## config.mk

```make
export PLATFORM = sky130hd
export DESIGN_NAME = intra_edge_filter
export DESIGN_NICKNAME = d
export VERILOG_FILES = /design/src/rtl/intra_edge_filter.sv
export SDC_FILE = /design/constraint.sdc
export NUM_CORES = 2
export LEC_CHECK = 0
export BUFFER_PORTS_ARGS = -buffer_cell sky130_fd_sc_hd__buf_2
export CORE_MARGIN = 10
export CORE_UTILIZATION = 35
export DETAILED_ROUTE_END_ITERATION = 12
export GPL_ROUTABILITY_DRIVEN = 0
export PLACE_DENSITY_LB_ADDON = 0.05
export SLEW_MARGIN = 10
export SYNTH_ARGS = -nofsm -noshare
export SYNTH_HDL_FRONTEND = slang
export SYNTH_SLANG_ARGS = --single-unit
```

## constraint.sdc

```tcl
create_clock -name clk -period 12.3 [get_ports clk]
set_input_delay 2.46 -clock clk [delete_from_list [all_inputs] [get_ports clk]]
set_output_delay 2.46 -clock clk [all_outputs]
set_load 0.05 [all_outputs]
```

## src/rtl/intra_edge_filter.sv

```systemverilog
// -----------------------------------------------------------------------------
// intra_edge_filter
//
// Smoothing stage for AV1 intra edge pixels. A job captures a run of reference
// edge pixels (corner first, then the edge), applies the 5-tap AV1 edge kernel
// selected by strength, and streams the filtered edge out with valid/ready.
// Element 0 (the corner) always passes through unfiltered.
//
// Parameters
//   PX_W   : pixel bit width
//   MAX_PX : edge buffer capacity in pixels (corner included)
//   CNT_W  : width of count/index fields, 2^CNT_W > MAX_PX
//
// Ports
//   clk, rst_n          : clock, asynchronous active-low reset
//   start, strength,    : job request (sampled in IDLE only), kernel select,
//   num_px              :   edge length including the corner
//   busy                : high whenever the FSM is not IDLE
//   in_valid, in_ready,  : input pixel stream (ready only while loading)
//   in_px
//   out_valid, out_ready,: filtered output stream, out_last on index n-1
//   out_px, out_last
//   done                : one-cycle pulse after the final output handshake
// -----------------------------------------------------------------------------
module intra_edge_filter #(
  parameter int PX_W   = 10,
  parameter int MAX_PX = 33,
  parameter int CNT_W  = 6
) (
  input  logic             clk,
  input  logic             rst_n,
  input  logic             start,
  input  logic [1:0]       strength,
  input  logic [CNT_W-1:0] num_px,
  output logic             busy,
  input  logic             in_valid,
  output logic             in_ready,
  input  logic [PX_W-1:0]  in_px,
  output logic             out_valid,
  input  logic             out_ready,
  output logic [PX_W-1:0]  out_px,
  output logic             out_last,
  output logic             done
);

  localparam int ACC_W = PX_W + 4;

  typedef enum logic [1:0] {
    IDLE = 2'd0,
    LOAD = 2'd1,
    EMIT = 2'd2
  } state_t;

  state_t           state_r;
  state_t           state_s;
  logic [1:0]       strength_r;
  logic [CNT_W-1:0] n_r;
  logic [CNT_W-1:0] idx_r;
  logic [PX_W-1:0]  buf_r [MAX_PX];

  logic             busy_r;
  logic             in_ready_r;
  logic             out_valid_r;
  logic [PX_W-1:0]  out_px_r;
  logic             out_last_r;
  logic             done_r;

  logic             in_hs_s;
  logic             out_hs_s;
  logic             start_ok_s;
  logic [CNT_W-1:0] n_eff_s;
  logic             at_end_s;
  logic             load_last_s;
  logic             emit_last_s;
  logic [CNT_W-1:0] next_idx_s;
  logic [ACC_W-1:0] acc_s;
  logic [ACC_W-1:0] sum_s;
  logic [CNT_W-1:0] center_s;
  logic [PX_W-1:0]  filt_s;

  // Kernel coefficient for tap j of the given strength; strength 0 is handled
  // as a pass-through elsewhere, so its taps are all zero here.
  function automatic logic [3:0] kernel_coef(input logic [1:0] s, input logic [2:0] j);
    logic [3:0] c;
    c = 4'd0;
    case (s)
      2'd1: begin
        case (j)
          3'd1:    c = 4'd4;
          3'd2:    c = 4'd8;
          3'd3:    c = 4'd4;
          default: c = 4'd0;
        endcase
      end
      2'd2: begin
        case (j)
          3'd1:    c = 4'd5;
          3'd2:    c = 4'd6;
          3'd3:    c = 4'd5;
          default: c = 4'd0;
        endcase
      end
      2'd3: begin
        case (j)
          3'd0:    c = 4'd2;
          3'd1:    c = 4'd4;
          3'd2:    c = 4'd4;
          3'd3:    c = 4'd4;
          3'd4:    c = 4'd2;
          default: c = 4'd0;
        endcase
      end
      default: c = 4'd0;
    endcase
    return c;
  endfunction

  assign in_hs_s     = in_valid & in_ready_r;
  assign out_hs_s    = out_valid_r & out_ready;
  assign start_ok_s  = start & (num_px != {CNT_W{1'b0}});
  assign n_eff_s     = (num_px > CNT_W'(MAX_PX)) ? CNT_W'(MAX_PX) : num_px;
  assign at_end_s    = (idx_r == (n_r - CNT_W'(1)));
  assign load_last_s = (state_r == LOAD) & in_hs_s & at_end_s;
  assign emit_last_s = (state_r == EMIT) & out_hs_s & at_end_s;
  assign next_idx_s  = idx_r + CNT_W'(1);

  // Next-state logic for the IDLE -> LOAD -> EMIT -> IDLE sequence.
  always_comb begin
    state_s = state_r;
    case (state_r)
      IDLE: begin
        if (start_ok_s) begin
          state_s = LOAD;
        end else begin
          state_s = IDLE;
        end
      end
      LOAD: begin
        if (load_last_s) begin
          state_s = EMIT;
        end else begin
          state_s = LOAD;
        end
      end
      EMIT: begin
        if (emit_last_s) begin
          state_s = IDLE;
        end else begin
          state_s = EMIT;
        end
      end
      default: state_s = IDLE;
    endcase
  end

  // 5-tap filter for the pixel that follows the one currently presented.
  // Tap positions are clamped to [0, n-1], which also keeps every buffer
  // read in range when the last pixel is on the output.
  always_comb begin
    int pos;
    logic [CNT_W-1:0] tap;
    acc_s    = {ACC_W{1'b0}};
    center_s = {CNT_W{1'b0}};
    for (int j = 0; j < 5; j++) begin
      pos = int'(next_idx_s) - 32'sd2 + j;
      if (pos < 32'sd0) begin
        pos = 32'sd0;
      end else if (pos > (int'(n_r) - 32'sd1)) begin
        pos = int'(n_r) - 32'sd1;
      end else begin
        pos = pos;
      end
      tap = CNT_W'(pos);
      if (j == 2) begin
        center_s = tap;
      end else begin
        center_s = center_s;
      end
      acc_s = acc_s + ACC_W'(kernel_coef(strength_r, 3'(j))) * ACC_W'(buf_r[tap]);
    end
    // Taps sum to 16, so the rounded result always fits in PX_W bits.
    sum_s = acc_s + ACC_W'(8);
    if (strength_r == 2'd0) begin
      filt_s = buf_r[center_s];
    end else begin
      filt_s = sum_s[ACC_W-1:4];
    end
  end

  // State register.
  always_ff @(posedge clk or negedge rst_n) begin
    if (!rst_n) begin
      state_r <= IDLE;
    end else begin
      state_r <= state_s;
    end
  end

  // Job parameters and the shared load/emit index.
  always_ff @(posedge clk or negedge rst_n) begin
    if (!rst_n) begin
      strength_r <= 2'd0;
      n_r        <= {CNT_W{1'b0}};
      idx_r      <= {CNT_W{1'b0}};
    end else begin
      case (state_r)
        IDLE: begin
          if (start_ok_s) begin
            strength_r <= strength;
            n_r        <= n_eff_s;
            idx_r      <= {CNT_W{1'b0}};
          end else begin
            idx_r <= idx_r;
          end
        end
        LOAD: begin
          if (in_hs_s) begin
            idx_r <= at_end_s ? {CNT_W{1'b0}} : next_idx_s;
          end else begin
            idx_r <= idx_r;
          end
        end
        EMIT: begin
          if (out_hs_s) begin
            idx_r <= at_end_s ? {CNT_W{1'b0}} : next_idx_s;
          end else begin
            idx_r <= idx_r;
          end
        end
        default: idx_r <= {CNT_W{1'b0}};
      endcase
    end
  end

  // Edge buffer; contents are don't-care after reset, so it has none.
  always_ff @(posedge clk) begin
    if (in_hs_s) begin
      buf_r[idx_r] <= in_px;
    end else begin
      buf_r[idx_r] <= buf_r[idx_r];
    end
  end

  // Registered handshake/status outputs.
  always_ff @(posedge clk or negedge rst_n) begin
    if (!rst_n) begin
      busy_r      <= 1'b0;
      in_ready_r  <= 1'b0;
      out_valid_r <= 1'b0;
      out_px_r    <= {PX_W{1'b0}};
      out_last_r  <= 1'b0;
      done_r      <= 1'b0;
    end else begin
      busy_r     <= (state_s != IDLE);
      in_ready_r <= (state_s == LOAD);
      done_r     <= emit_last_s;
      if (load_last_s) begin
        // Corner goes out first; for a one-pixel edge it is the pixel
        // arriving in this very handshake.
        out_valid_r <= 1'b1;
        out_px_r    <= (n_r == CNT_W'(1)) ? in_px : buf_r[0];
        out_last_r  <= (n_r == CNT_W'(1));
      end else if ((state_r == EMIT) && out_hs_s) begin
        if (at_end_s) begin
          out_valid_r <= 1'b0;
          out_last_r  <= 1'b0;
        end else begin
          out_px_r   <= filt_s;
          out_last_r <= (next_idx_s == (n_r - CNT_W'(1)));
        end
      end else begin
        out_valid_r <= out_valid_r;
        out_px_r    <= out_px_r;
        out_last_r  <= out_last_r;
      end
    end
  end

  assign busy      = busy_r;
  assign in_ready  = in_ready_r;
  assign out_valid = out_valid_r;
  assign out_px    = out_px_r;
  assign out_last  = out_last_r;
  assign done      = done_r;

endmodule

```

==> impl_results.md <==
* Area share of and/or/nand/nor cells after synthesis at 0.287
* Outcome: finished clean
* Min-delay src: out_last$_DFFE_PN0P_
* Final count of pins violating max slew at 0
* Fillers at 9283
* CP peak stage delay at 550 ps
* TritonRoute pass-1 iters at 6
* Yosys warnings at 0
* Most frequent cells in the layout: nand2_1, nand3_1, edfxtp_1, mux2i_1, buf_4
* Vias in the first global route at 30500
* Worst R2R Start: idx_r[0]$_DFFE_PN0P_
* Post-synthesis cell area at 32200 sq um
* Clock Tree Buf Depth at 3
* Fin nets at 4152
* Area Growth Syn to Fin at 11.7%
* Area of the die at 105000 sq um
* Peak fanout along the critical path at 39
* Initial antenna violation count at 13
* Total clock sinks at 361
* Register area share after synthesis at 0.332
* Final Hold Fails at 0
* Clock Skews at 41.3 ps
* Startpoint class of the critical path: flop
* Post-synth EDFFs at 330
* Fmax achieved at 0.0848 GHz
* Register area at 10700 sq um
* Root Buffer: clkbuf_16
* Std cell rows at 111
* Chip height at 323 um
* Initial DRC Count at 5635
* Number of buffers created by CTS at 45
* Fin crit share at 0.959
* Clk_lat worst skew at 640 ps
* First-pass GRT wire length at 242 mm
* Max_slew headroom at 0.186
* Max_cap viols at 0
* Post-synthesis mux area share at 0.0748
* Critical Setup Path Class: reg2reg
* Largest family of logic cells by synthesized area: simple AND/OR/NAND/NOR gates
* Multi-input gate area at 20200 sq um
* Gr ovfl total at 0
* Register bit count reported by yosys at 361
* CTS Hold Bufs at 0
* CP Buf/Inv Count at 7
* H-tree depth at 2
* Clock slew seen by the registers of the worst setup and hold paths at 70 ps
* I/O Pins at 38
* Detailed Place HPWL at 121 mm
* Post-Syn Nets at 4199
* RSZ-0062 raised after global routing: false
* Gate Count Post-Synth at 4004
* Wirelength per Cell at 33.8 um
* Worst r2r dst: out_px[9]$_DFFE_PN0P_
* Final setup fails at 0
* Vias at 33995
* Reg2reg setup slack at 500 ps
* Top area cells in the synthesized netlist: edfxtp_1, nand2_1, mux2i_1, nand3_1, ha_1
* Hold Crit Class: reg2reg
* Critical Path Most Common Cell: ha_1
* Final ANT Viol Nets at 0
* Tmin final at 11800 ps
* End of the worst hold path: out_last$_DFFE_PN0P_
* CP endpoint kind: flop
* Hold depth at 2
* Port buffer count at 37
* Slowest-stage cell, CP: fa_1
* Cell variety after synth at 89
* Critical path arrival at 12290 ps
* Synth Area in Adders at 0.0819
* XOR/XNOR Fraction of Synth Area at 0.0118
* Layout cells sized above 1 at 0.100
* FF-to-FF path depth at 44
* CTS tree: built
* Commonest non-fill, non-tap cell in the layout: nand2_1
* Worst Tran Pin Value at 1200 ps
* DIE WIDTH at 323 um
* DRT Wirelength at 175 mm
* Post-route DRC at 0
* Post-synth ARST share at 0.0859
* Initial Util at 0.352
* GRT Util Overall at 0.321
* Top-area cell type share of the netlist area at 0.308
* Compound-Gate Fraction of Synth Area at 0.159
* Avg Inst Size Synth at 8.05 sq um
* Synth area leader: edfxtp_1
* CP top delay family: adder cells
* Setup_tns at 0 ps
* Synth Flop Type: edfxtp_1
* Worst Path Required at 12790 ps
* Drt via density at 6.56
* Largest net degree at the start of global routing at 76
* Core Region at 91500 sq um
[cells by family after synthesis]
logic type / after synthesis
xor gates and xnor gates: 41
AOI/OAI and AO/OA: 719
DFF: 361
and+or+nand+nor: 2070
buffers and inverters: 410
adders and majority gates: 172
muxes: 231
[stage by stage]
step	util	instance area [sq um]	hold WS [ps]	setup slack, ps	std cells
2_1_floorplan	-	32200	473	2220	4004
3_3_place_gp	0.375	34300	502	312	5086
3_5_place_dp	0.375	34300	513	272	5087
4_1_cts	0.391	35800	525	220	5170
5_1_grt	0.393	36000	563	6.84	5179
6_report	0.393	36000	518	504	5183
[how the worst max path moves through the flow]
| stage | startpoint | end | slack (ps) | cells past startpoint |
|---|---|---|---|---|
| CTS | idx_r[0]$_DFFE_PN0P_ | out_px[9]$_DFFE_PN0P_ | 220 | 44 |
| global route | idx_r[0]$_DFFE_PN0P_ | out_px[9]$_DFFE_PN0P_ | 7 | 45 |
| floorplan | idx_r[0]$_DFFE_PN0P_ | out_px[9]$_DFFE_PN0P_ | 2220 | 49 |
| global placement | idx_r[0]$_DFFE_PN0P_ | out_px[9]$_DFFE_PN0P_ | 310 | 42 |
| detailed placement | idx_r[0]$_DFFE_PN0P_ | out_px[9]$_DFFE_PN0P_ | 270 | 42 |
| finish | idx_r[0]$_DFFE_PN0P_ | out_px[9]$_DFFE_PN0P_ | 500 | 44 |
[state kept, by name, indices dropped and copies added (netlist names)]
register    flops
n_r             6
out_valid       1
idx_r           6
out_last        1
busy            1
strength_r      2
buf_r         330
out_px         10
done            1
state_r         2
in_ready        1
[worst reg2reg max path: cells and delay by family (launching register included)]
family          cells  cell delay [ps]
flops               1              420
compound gates     13             2760
buf+inv             7             1600
xor+xnor            2              320
mux                 2              810
simple gates        9             1460
fa+ha+maj          11             4310
[synthesized netlist by cell type (78+ instances only)]
library cell / instances
a211oi_1: 128
nand3_1: 393
a31oi_1: 158
ha_1: 107
mux2i_1: 211
a311oi_1: 78
inv_1: 87
a21oi_1: 92
edfxtp_1: 330
buf_2: 89
and3_1: 150
nand2_1: 1191
clkbuf_1: 179
nor2_1: 107
[area by class of cell]
| class | count | area share |
|---|---|---|
| multi-input cells | 3238 | 0.562 |
| repair buffers | 215 | 0.0481 |
| well taps | 1186 | 0.0412 |
| flip-flops and latches | 361 | 0.297 |
| clock inverters | 35 | 0.00970 |
| clock buffers | 48 | 0.0322 |
| diodes | 4 | 0.000278 |
| inverters | 96 | 0.0100 |
[layer usage]
metal | global-route usage | vias up | routed length [um]
met3 | 0.0789 | 465 | 21200
met1 | 0.452 | 16622 | 73000
met5 | 0 | - | 78
met4 | 0.121 | 12 | 8470
met2 | 0.466 | 2394 | 72500
li1 | - | 14502 | -
[timing repair]
action / in CTS / in global routing
setup endpoints to repair: 0 / 6
resized for setup: 0 / 22
setup buffers: 0 / 4
endpoints found under the hold margin: 0 / 0
Power is left out: the tool's default activity adds up to more than one toggle a clock period on the data nets, which glitch-free logic cannot reach.
